## src/rtl/mc_ctrl_fsm_if.sv

```systemverilog
// Control bundle between the multicycle controller and the datapath.
// Latency: none, plain wires; the controller drives every select and enable.
// Backpressure: none, the datapath consumes controls every cycle.
interface mc_ctrl_fsm_if;
  logic [5:0] Op;
  logic [5:0] Funct;
  logic       PCWrite;
  logic       Branch;
  logic       PCSrc;
  logic       IorD;
  logic       MemWrite;
  logic       IRWrite;
  logic       RegDst;
  logic       MemtoReg;
  logic       RegWrite;
  logic       ALUSrcA;
  logic [1:0] ALUSrcB;
  logic [2:0] ALUControl;
  logic [3:0] state_o;

  // controller side
  modport master (
    input  Op, Funct,
    output PCWrite, Branch, PCSrc, IorD, MemWrite, IRWrite, RegDst,
           MemtoReg, RegWrite, ALUSrcA, ALUSrcB, ALUControl, state_o
  );

  // datapath side
  modport slave (
    output Op, Funct,
    input  PCWrite, Branch, PCSrc, IorD, MemWrite, IRWrite, RegDst,
           MemtoReg, RegWrite, ALUSrcA, ALUSrcB, ALUControl, state_o
  );
endinterface

```

## src/rtl/mc_ctrl_fsm.sv

```systemverilog
// Moore main controller of the multicycle MIPS core; emits all datapath selects/enables.
// Latency: outputs decoded from registered state; FETCH/MEMRD stretched MEM_LAT extra cycles.
// Backpressure: none; optional addi path enabled by defining MC_CTRL_ADDI_EN.
module mc_ctrl_fsm #(
  parameter int unsigned MEM_LAT = 1
) (
  input  logic          clk,
  input  logic          rst_n,
  mc_ctrl_fsm_if.master bus
);

  localparam logic [3:0] S_FETCH  = 4'd0;
  localparam logic [3:0] S_DECODE = 4'd1;
  localparam logic [3:0] S_MEMADR = 4'd2;
  localparam logic [3:0] S_MEMRD  = 4'd3;
  localparam logic [3:0] S_MEMWB  = 4'd4;
  localparam logic [3:0] S_MEMWR  = 4'd5;
  localparam logic [3:0] S_EXEC   = 4'd6;
  localparam logic [3:0] S_ALUWB  = 4'd7;
  localparam logic [3:0] S_BEQ    = 4'd8;
`ifdef MC_CTRL_ADDI_EN
  localparam logic [3:0] S_ADDIEX = 4'd9;
  localparam logic [3:0] S_ADDIWB = 4'd10;
`endif

  localparam logic [1:0] LAT = 2'(MEM_LAT);

  logic [3:0] r_state;
  logic [3:0] w_next;
  logic [1:0] r_wait;
  logic       w_wait_done;
  logic       w_funct_ok;
  logic [2:0] w_funct_alu;

  logic       w_pcwrite, w_branch, w_pcsrc, w_iord, w_memwrite, w_irwrite;
  logic       w_regdst, w_memtoreg, w_regwrite, w_alusrca;
  logic [1:0] w_alusrcb;
  logic [2:0] w_aluctl;

  // the memory wait is over once the counter has reached the configured latency
  assign w_wait_done = (r_wait == LAT);

  // state register and saturating wait counter, cleared whenever the state changes
  always_ff @(posedge clk or negedge rst_n) begin
    if (!rst_n) begin
      r_state <= S_FETCH;
      r_wait  <= 2'd0;
    end else begin
      r_state <= w_next;
      if (w_next != r_state)
        r_wait <= 2'd0;
      else if (!w_wait_done)
        r_wait <= r_wait + 2'd1;
    end
  end

  // R-type function decode; unsupported codes fall back to add with no writeback
  always_comb begin
    w_funct_ok  = 1'b1;
    w_funct_alu = 3'b010;
    case (bus.Funct)
      6'b100000: w_funct_alu = 3'b010;
      6'b100010: w_funct_alu = 3'b110;
      6'b100100: w_funct_alu = 3'b000;
      6'b100101: w_funct_alu = 3'b001;
      6'b101010: w_funct_alu = 3'b111;
      default:   w_funct_ok  = 1'b0;
    endcase
  end

  // next-state selection; unknown codes and unsupported opcodes return to FETCH
  always_comb begin
    w_next = S_FETCH;
    case (r_state)
      S_FETCH:  w_next = w_wait_done ? S_DECODE : S_FETCH;
      S_DECODE: begin
        case (bus.Op)
          6'b000000: w_next = S_EXEC;
          6'b100011,
          6'b101011: w_next = S_MEMADR;
          6'b000100: w_next = S_BEQ;
`ifdef MC_CTRL_ADDI_EN
          6'b001000: w_next = S_ADDIEX;
`endif
          default:   w_next = S_FETCH;
        endcase
      end
      S_MEMADR: begin
        if (bus.Op == 6'b100011)
          w_next = S_MEMRD;
        else if (bus.Op == 6'b101011)
          w_next = S_MEMWR;
        else
          w_next = S_FETCH;
      end
      S_MEMRD:  w_next = w_wait_done ? S_MEMWB : S_MEMRD;
      S_EXEC:   w_next = w_funct_ok ? S_ALUWB : S_FETCH;
`ifdef MC_CTRL_ADDI_EN
      S_ADDIEX: w_next = S_ADDIWB;
`endif
      default:  w_next = S_FETCH;
    endcase
  end

  // Moore output decode; everything not named for a state stays 0
  always_comb begin
    w_pcwrite  = 1'b0;
    w_branch   = 1'b0;
    w_pcsrc    = 1'b0;
    w_iord     = 1'b0;
    w_memwrite = 1'b0;
    w_irwrite  = 1'b0;
    w_regdst   = 1'b0;
    w_memtoreg = 1'b0;
    w_regwrite = 1'b0;
    w_alusrca  = 1'b0;
    w_alusrcb  = 2'b00;
    w_aluctl   = 3'b000;
    case (r_state)
      S_FETCH: begin
        w_alusrcb = 2'b01;
        w_aluctl  = 3'b010;
        w_pcwrite = w_wait_done;
        w_irwrite = w_wait_done;
      end
      S_DECODE: begin
        w_alusrcb = 2'b11;
        w_aluctl  = 3'b010;
      end
      S_MEMADR: begin
        w_alusrca = 1'b1;
        w_alusrcb = 2'b10;
        w_aluctl  = 3'b010;
      end
      S_MEMRD:  w_iord = 1'b1;
      S_MEMWB: begin
        w_memtoreg = 1'b1;
        w_regwrite = 1'b1;
      end
      S_MEMWR: begin
        w_iord     = 1'b1;
        w_memwrite = 1'b1;
      end
      S_EXEC: begin
        w_alusrca = 1'b1;
        w_aluctl  = w_funct_alu;
      end
      S_ALUWB: begin
        w_regdst   = 1'b1;
        w_regwrite = 1'b1;
      end
      S_BEQ: begin
        w_alusrca = 1'b1;
        w_aluctl  = 3'b110;
        w_branch  = 1'b1;
        w_pcsrc   = 1'b1;
      end
`ifdef MC_CTRL_ADDI_EN
      S_ADDIEX: begin
        w_alusrca = 1'b1;
        w_alusrcb = 2'b10;
        w_aluctl  = 3'b010;
      end
      S_ADDIWB: w_regwrite = 1'b1;
`endif
      default: ;
    endcase
  end

  // enables are held low for the whole reset window so nothing fires on MEM_LAT=0
  assign bus.PCWrite    = w_pcwrite  & rst_n;
  assign bus.IRWrite    = w_irwrite  & rst_n;
  assign bus.MemWrite   = w_memwrite & rst_n;
  assign bus.RegWrite   = w_regwrite & rst_n;
  assign bus.Branch     = w_branch   & rst_n;
  assign bus.PCSrc      = w_pcsrc;
  assign bus.IorD       = w_iord;
  assign bus.RegDst     = w_regdst;
  assign bus.MemtoReg   = w_memtoreg;
  assign bus.ALUSrcA    = w_alusrca;
  assign bus.ALUSrcB    = w_alusrcb;
  assign bus.ALUControl = w_aluctl;
  assign bus.state_o    = r_state;

endmodule

```

## src/flat_wrapper.sv

```systemverilog
// flat-port wrapper written by rule: the top's interface ports become plain ports
module mc_ctrl_fsm_flat 
#(
  parameter int unsigned MEM_LAT = 1
)
  (clk, rst_n, bus_Op, bus_Funct, bus_PCWrite, bus_Branch, bus_PCSrc, bus_IorD, bus_MemWrite, bus_IRWrite, bus_RegDst, bus_MemtoReg, bus_RegWrite, bus_ALUSrcA, bus_ALUSrcB, bus_ALUControl, bus_state_o);
  mc_ctrl_fsm_if bus_i ();
  input  logic clk;
  input  logic rst_n;
  input wire logic [$bits(bus_i.Op)-1:0] bus_Op;
  input wire logic [$bits(bus_i.Funct)-1:0] bus_Funct;
  output wire logic [$bits(bus_i.PCWrite)-1:0] bus_PCWrite;
  output wire logic [$bits(bus_i.Branch)-1:0] bus_Branch;
  output wire logic [$bits(bus_i.PCSrc)-1:0] bus_PCSrc;
  output wire logic [$bits(bus_i.IorD)-1:0] bus_IorD;
  output wire logic [$bits(bus_i.MemWrite)-1:0] bus_MemWrite;
  output wire logic [$bits(bus_i.IRWrite)-1:0] bus_IRWrite;
  output wire logic [$bits(bus_i.RegDst)-1:0] bus_RegDst;
  output wire logic [$bits(bus_i.MemtoReg)-1:0] bus_MemtoReg;
  output wire logic [$bits(bus_i.RegWrite)-1:0] bus_RegWrite;
  output wire logic [$bits(bus_i.ALUSrcA)-1:0] bus_ALUSrcA;
  output wire logic [$bits(bus_i.ALUSrcB)-1:0] bus_ALUSrcB;
  output wire logic [$bits(bus_i.ALUControl)-1:0] bus_ALUControl;
  output wire logic [$bits(bus_i.state_o)-1:0] bus_state_o;
  assign bus_i.Op = bus_Op;
  assign bus_i.Funct = bus_Funct;
  assign bus_PCWrite = bus_i.PCWrite;
  assign bus_Branch = bus_i.Branch;
  assign bus_PCSrc = bus_i.PCSrc;
  assign bus_IorD = bus_i.IorD;
  assign bus_MemWrite = bus_i.MemWrite;
  assign bus_IRWrite = bus_i.IRWrite;
  assign bus_RegDst = bus_i.RegDst;
  assign bus_MemtoReg = bus_i.MemtoReg;
  assign bus_RegWrite = bus_i.RegWrite;
  assign bus_ALUSrcA = bus_i.ALUSrcA;
  assign bus_ALUSrcB = bus_i.ALUSrcB;
  assign bus_ALUControl = bus_i.ALUControl;
  assign bus_state_o = bus_i.state_o;
  mc_ctrl_fsm #(.MEM_LAT(MEM_LAT)) u_core (.clk(clk), .rst_n(rst_n), .bus(bus_i));
endmodule
```

## config.mk

```make
export PLATFORM = sky130hd
export DESIGN_NAME = mc_ctrl_fsm_flat
export DESIGN_NICKNAME = d
export VERILOG_FILES = /design/src/rtl/mc_ctrl_fsm_if.sv /design/src/rtl/mc_ctrl_fsm.sv /design/src/flat_wrapper.sv
export SDC_FILE = /design/constraint.sdc
export NUM_CORES = 1
export LEC_CHECK = 0
export ABC_AREA = 1
export CORE_MARGIN = 10
export CORE_UTILIZATION = 43
export CTS_CLUSTER_SIZE = 25
export DETAILED_ROUTE_END_ITERATION = 8
export GPL_ROUTABILITY_DRIVEN = 0
export HOLD_SLACK_MARGIN = 0.02
export PLACE_DENSITY = 0.84
export SYNTH_ARGS = -nofsm -noshare
export SYNTH_HDL_FRONTEND = slang
export SYNTH_SLANG_ARGS = --single-unit
```

## constraint.sdc

```tcl
create_clock -name clk -period 3.1 [get_ports clk]
set_input_delay 0.62 -clock clk [delete_from_list [all_inputs] [get_ports clk]]
set_output_delay 0.62 -clock clk [all_outputs]
set_load 0.02 [all_outputs]
```

# After elaboration in Yosys (flattened, before gate mapping)
# Cells that the tools add are included.
[word_totals]
regBits = 6
out_inout_bits = 19
inputBits = 14
[op_classes]
add_sub_neg = 1
n_bitwise = 4
n_mux = 21
eq_ne = 19
n_reduce_logical = 8
[ops]
columns = ["op", "count"]
rows = [
  ["6-bit == test, second input constant", 7],
  ["4-bit case mux with 5 select lines", 1],
  ["4-bit by 3-bit == test with 1-bit output, second input constant", 4],
  ["3-bit case mux with 4 select lines", 1],
  ["4-bit case mux with 3 select lines", 1],
  ["1-bit two-way mux", 10],
  ["3-bit two-way mux", 3],
  ["3-bit case mux with 3 select lines", 1],
  ["4-bit by 2-bit == test with 1-bit output, second input constant", 2],
  ["6-bit by 3-bit == test with 1-bit output, second input constant", 1],
  ["6-bit logical NOT", 1],
  ["2-bit case mux with 3 select lines", 1],
  ["2-bit OR reduction", 3],
  ["3-bit OR reduction", 2],
  ["5-bit OR reduction", 1],
  ["1-bit AND", 4],
  ["4-bit by 1-bit == test with 1-bit output, second input constant", 1],
  ["4-bit == test, second input constant", 1],
  ["4-bit logical NOT", 1],
  ["2-bit two-way mux", 2],
  ["4-bit two-way mux", 1],
  ["4-bit != test", 1],
  ["2-bit by 1-bit adder with 2-bit output, second input constant", 1],
  ["2-bit by 1-bit == test with 1-bit output, second input constant", 1],
  ["2-bit != test, second input constant", 1],
]

# Depth between registers and ports, before layout
# Gate-level depths: netlist of the first run.
[depth]
word_depth = 7
mapped_depth = 12

# Worst setup path after synthesis of the first run
# No wires, ideal clock.
[synth_path]
kind = "reg2out"
startpoint = "register u_core.r_state[3], in the netlist u_core.bus.state_o[3]"
endpoint = "output bus_Branch"
n_path_buf = 0
t_arrival_ns = 1.734
stages_incl_launch_ff = 5
slack_ns = 0.746
cell_sequence = "dfrtp_1 -> inv_1 -> nor3_1 -> inv_1 -> nor2_1"
[synth_via]
elab_chain_cells = 3
[synth_rtl]
columns = ["item", "line", "text"]
rows = [
  ["start, declared", "mc_ctrl_fsm.sv:28", "logic [3:0] r_state;"],
  ["start signal, assigned", "mc_ctrl_fsm.sv:49", "r_state <= w_next;"],
  ["4-bit == test", "n/a", ""],
  ["1-bit two-way mux", "n/a", ""],
  ["named net bus_PCSrc", "flat_wrapper.sv:14", "output wire logic [$bits(bus_i.PCSrc)-1:0] bus_PCSrc;"],
  ["1-bit AND", "mc_ctrl_fsm.sv:175", "assign bus.Branch = w_branch & rst_n;"],
  ["end, declared", "flat_wrapper.sv:13", "output wire logic [$bits(bus_i.Branch)-1:0] bus_Branch;"],
]
# The timed path passes the listed nets, and every way through them passes these cells.

# Worst setup path after layout of the first run
[layout_path]
startpoint = "input bus_Funct[1]"
endpoint = "output bus_ALUControl[2]"
[layout_via]
elab_chain_cells = 3
elab_cells_between_ends = 6
cone_classes = "4 x eq/ne; 2 x mux"
[layout_rtl]
columns = ["item", "line", "text"]
rows = [
  ["start, declared", "flat_wrapper.sv:11", "input wire logic [$bits(bus_i.Funct)-1:0] bus_Funct;"],
  ["6-bit == test", "mc_ctrl_fsm.sv:61", "case (bus.Funct)"],
  ["3-bit case mux with 4 select lines *", "mc_ctrl_fsm.sv:61", ""],
  ["3-bit case mux with 3 select lines *", "mc_ctrl_fsm.sv:119", "case (r_state)"],
  ["end, declared", "flat_wrapper.sv:23", "output wire logic [$bits(bus_i.ALUControl)-1:0] bus_ALUControl;"],
]
# Every way passes the cells marked *; elsewhere a longest branch is shown, timed or not.

==> flow_summary.yaml, run 1 <==
flow_run:
  cap_violations: 0
pwr:
  power.density_nw_per_um2: 400.5
  total_leakage_power_nw: 0.5274
  fin_total_pwr_uw: 425.4
  peakVddDrop_mv: 0.2884
sta:
  min_period_over_period: 0.9130
  maxSlewViolCount: 0
  timing.hold.ws_ns: 0.4631
  hold_violations: 0
  setup_viol: 0
  rsz0062_at_grt: "false"
  clock-skew-final_ns: 0.01154
  tightest_slew_ns: 0.5353
  setup_tns_ns: 0
  relSlewSlack: 0.6339
  max_freq_ghz: 0.3533
  fin_crit_ns: 2.830
  fin_ws_ns: 0.2697
synthesis:
  syn_avg_cell_area_um2: 5.877
  synth_top_area_frac: 0.2147
  syn_inst: 119
  synth_nets: 134
  yosysMostFrequentCell: "nor2_1"
  yosys-top-cells-count: "23 x nor2_1, 22 x inv_1, 22 x nand2_1"
  synth_edf_count: 0
  seq_area_frac_synth: 0.2147
  ys.flop_type: "dfrtp_1"
  synth_top_cells_by_area: "dfrtp_1 21%, nor2_1 12%, inv_1 12%"
  yosys_warnings: 0
  yosys.area.top_type: "dfrtp_1"
  yosysUniqueCellTypes: 22
  yosys_register_bits: 6
  synthArstFlopShare: 1.000
  syn_area_um2: 699.4
die:
  rows: 14
  dieArea_um2: 3640
  ioPinCount: 33
  start_util: 0.4589
  core_area_um2: 1524
  fp.dieW_um: 60.33
  die_h_um: 60.33
placement:
  hpwlAfterDp_um: 1933
  dp_slack_ns: 0.2691
  place_area_um2: 1040
  dpl.cell_count: 167
  io_buffers: 32
finish:
  design_area_um2: 1062
  finish.utilization: 0.6970
  nets: 171
  diodes: 0
  fill_cells: 133
  area_growth_pct: 51.88
  fin_cells: 170
  layout-drive-gt1-share: 0.1364
route:
  wl_per_cell_um: 12.95
  drc: 0
  drt_iter0_markers: 33
  routed_via_density: 5.165
  drt_wl_total_um: 2202
  postRouteAntennaNets: 0
  vias: 878
  dr.pass1.iters: 4
clock_network:
  cts_hold_buf: 0
  h-tree-depth: 1
  cts_tree: "built"
  post_cts_buffers: 0
  cts_buffers: 3
  ctsRootBufferMaster: "clkbuf_4"
  clk_pin_slew_ns: 0.05
  cts_buffer_depth: 2
  cts-resized-gates: 0
  clkLatencyLatePin_ns: 0.25
  cts.sinks: 6
global_routing:
  grt_pass1_vias: 869
  grt_pass1_wl_um: 3477
  antenna_found_initial: 0
  gr-total-overflow: 0
  grt_usage: 0.1196
  grt_max_degree: 8
min_path:
  min-delay-path-class: "flop to flop"
worst_setup_path:
  crit_type: "input pin to output port"
  crit_required_ns: 2.48
  path_max_fanout: 3
  start_kind: "input pin"
  cp_data_arrival_time_ns: 2.21
  worstSetupEndpointType: "output port"
status:
  outcome: "finished, final reports clean"
==> state kept, by name, summed over array words and instances (netlist names) <==
register and cells:
u_core.bus.state_o 4, u_core.r_wait 2
==> cell families (layout without fill, tap and decap cells) <==
logic type               count (synthesis)  count (layout)  synth area share
AO/OA/AOI/OAI                            9               9           0.08766
adder cells (fa/ha/maj)                  1               1           0.01789
buffers and inverters                   27              62            0.1539
flip-flops                               6               6            0.2147
AND/OR/NAND/NOR                         76              76            0.5259
==> power by group <==
group	switching (mW)	leakage [nW]	internal, mW
Clock	0.0296	0.0138	0.0439
Combinational	0.138	0.434	0.103
Sequential	0.0145	0.0800	0.0966
==> worst max-delay path, cell delays in order <==
cell and delay [ns]:
clkdlybuf4s50_1 0.49, inv_1 0.06, nor2_1 0.12, nand3_1 0.13
o21ai_0 0.16, clkdlybuf4s50_1 0.63
==> final cells by class <==
class / count / area [µm²] / share of cell area
Sequential cell: 6 / 150.1 / 0.1413
Timing Repair Buffer: 33 / 327.8 / 0.3086
Multi-Input combinational cell: 86 / 441.7 / 0.4158
Clock buffer: 3 / 22.52 / 0.02120
Tap cell: 16 / 20.02 / 0.01885
Inverter: 26 / 100.1 / 0.09423
==> placed cells by master, fill, tap and decap left out, types with 2 or more instances in the layout <==
cell / instances
clkdlybuf4s50_1: 32
nor2_1: 23
inv_1: 22
nand2_1: 22
nand3_1: 12
dfrtp_1: 6
nor2_2: 5
nand4_1: 4
nor2_4: 3
inv_2: 3
nor3_1: 3
a21oi_1: 3
clkbuf_4: 3
nand2_2: 2
o21ai_0: 2
==> worst paths after layout <==
| path | startpoint | to | slack [ns] | cells past startpoint |
|---|---|---|---|---|
| setup / recovery | bus_Funct[1] | bus_ALUControl[2] | 0.27 | 6 |
| hold / removal | u_core.r_wait[0]$_DFFE_PN0P_ | u_core.r_wait[0]$_DFFE_PN0P_ | 0.46 | 1 |
| setup reg to reg | u_core.bus.state_o[3]$_DFF_PN0_ | u_core.bus.state_o[3]$_DFF_PN0_ | 1.56 | 5 |
| hold reg to reg | u_core.r_wait[0]$_DFFE_PN0P_ | u_core.r_wait[0]$_DFFE_PN0P_ | 0.46 | 1 |
| max in group asynchronous | rst_n | u_core.bus.state_o[0]$_DFF_PN0_ | 2.31 | 2 |
| min in group asynchronous | rst_n | u_core.r_wait[0]$_DFFE_PN0P_ | 0.66 | 2 |
==> metal layers <==
layer	part of all wire	wire, µm	track usage	up-vias
met5	0	0	0	-
met4	0.0095	21	0.05449	0
met3	0.080	176	0.04384	2
met2	0.50	1091	0.2147	38
met1	0.41	912	0.1201	396
li1	-	-	-	442
Power figures use the tool's default switching activity.
==> inputs of run 2 (changes only) <==
Settings changed: CTS_BUF_LIST set to sky130_fd_sc_hd__clkbuf_8 sky130_fd_sc_hd__clkbuf_16.
==> flow_summary.yaml, run 2 (synthesis gave the netlist of run 1 again) <==
worst_setup_path:
  crit_type: "input pin to output port"
  regToRegSetupSlack_ns: 1.55
  path_max_fanout: 3
  r2r_cells: 5
  worstSetupEndpointType: "output port"
  timing.rr.start: "u_core.bus.state_o[3]$_DFF_PN0_"
  crit_required_ns: 2.48
  start_kind: "input pin"
  r2r_end: "u_core.bus.state_o[3]$_DFF_PN0_"
  cp_data_arrival_time_ns: 2.21
route:
  dr.pass1.iters: 4
  drc: 0
  postRouteAntennaNets: 0
  vias: 870
  wl_per_cell_um: 13.09
  drt_iter0_markers: 34
  drt_wl_total_um: 2226
  routed_via_density: 5.118
min_path:
  hold_depth: 1
  min-delay-path-class: "flop to flop"
  min_to: "u_core.r_wait[0]$_DFFE_PN0P_"
  hold_start: "u_core.r_wait[0]$_DFFE_PN0P_"
sta:
  maxSlewViolCount: 0
  fin_crit_ns: 2.830
  max_freq_ghz: 0.3533
  rsz0062_at_grt: "false"
  hold_violations: 0
  min_period_over_period: 0.9130
  setup_viol: 0
  relSlewSlack: 0.6177
  clock-skew-final_ns: 0.004449
  tightest_slew_ns: 0.5590
  setup_tns_ns: 0
finish:
  diodes: 0
  nets: 171
  final_cell_mix: "32 x clkdlybuf4s50_1, 23 x nor2_1, 22 x inv_1, 22 x nand2_1, 12 x nand3_1"
  area_growth_pct: 54.56
  fin_cells: 170
  finish.utilization: 0.7094
  final_common_cell: "clkdlybuf4s50_1"
  design_area_um2: 1081
  fill_cells: 132
  layout-drive-gt1-share: 0.1364
  largest_reg_flops: 4
die:
  fp.dieW_um: 60.33
  ioPinCount: 33
  dieArea_um2: 3640
  core_area_um2: 1524
  start_util: 0.4589
  die_h_um: 60.33
  rows: 14
global_routing:
  antenna_found_initial: 0
  grt_usage: 0.1226
  grt_pass1_vias: 888
  grt_pass1_wl_um: 3608
  grt_use_met3: 0.04175
  gr-total-overflow: 0
  grtUsageMet2: 0.2162
  grt_max_degree: 8
  busiest_layer: "met2"
  grt_util_met1: 0.1272
pwr:
  peakVddDrop_mv: 0.3475
  power.density_nw_per_um2: 433.6
  total_leakage_power_nw: 0.5351
placement:
  io_buffers: 32
  hpwlAfterDp_um: 1933
  place_area_um2: 1040
  dpl.cell_count: 167
clock_network:
  post_cts_buffers: 0
  cts_buffer_depth: 2
  clkLatencyLatePin_ns: 0.22
  cts_hold_buf: 0
  cts.sinks: 6
  cts_tree: "built"
  cts_buffers: 3
  cts-resized-gates: 0
  h-tree-depth: 1
  clk_pin_slew_ns: 0.04
  ctsRootBufferMaster: "clkbuf_8"
status:
  outcome: "finished, final reports clean"
flow_run:
  cap_violations: 0
-- run 2: cell counts in the layout (fill, tap and decap cells not counted) --
No cell type changed its count.
-- run 2: routing by layer --
layer | wire [µm] | part of all wire | up-vias
met5 | 0 | 0 | -
met4 | 34 | 0.015 | 0
met3 | 164 | 0.074 | 4
met2 | 1100 | 0.49 | 39
met1 | 926 | 0.42 | 383
li1 | - | - | 444
-- run 2: layout make-up --
type,instances,area [µm²],area share
Clock buffer,3,41.29,0.03819
Inverter,26,100.1,0.09259
Multi-Input combinational cell,86,441.7,0.4086
Sequential cell,6,150.1,0.1389
Tap cell,16,20.02,0.01852
Timing Repair Buffer,33,327.8,0.3032
-- run 2: worst max-delay path, stage by stage --
cell	delay [ns]
clkdlybuf4s50_1	0.49
inv_1	0.06
nor2_1	0.12
nand3_1	0.13
o21ai_0	0.16
clkdlybuf4s50_1	0.63
-- run 2: how the worst max path moves through the flow --
stage,start,to,slack (ns)
6_report,bus_Funct[1],bus_ALUControl[2],0.27
3_5_place_dp,bus_Funct[1],bus_ALUControl[2],0.27
4_1_cts,bus_Funct[1],bus_ALUControl[2],0.26
3_3_place_gp,bus_Funct[5],bus_ALUControl[2],0.31
5_1_grt,bus_Funct[1],bus_ALUControl[2],0.12
2_1_floorplan,u_core.bus.state_o[3]$_DFF_PN0_,bus_Branch,0.75
-- run 2: metrics by stage --
step	worst slack, ns	hold slack (ns)	total power [mW]
floorplan	0.7465	0.3244	0.2562
global placement	0.3069	0.4185	0.3427
detailed placement	0.2691	0.4571	0.3531
CTS	0.2599	0.4614	0.4692
global route	0.1203	0.4725	0.4988
finish	0.2697	0.4602	0.4688
-- run 2: report_power, final --
part / total, mW / internal [mW] / switching (mW)
combinational: 0.241 / 0.103 / 0.138
clock: 0.116 / 0.0834 / 0.0329
sequential: 0.111 / 0.0968 / 0.0145
total: 0.469 / 0.283 / 0.185
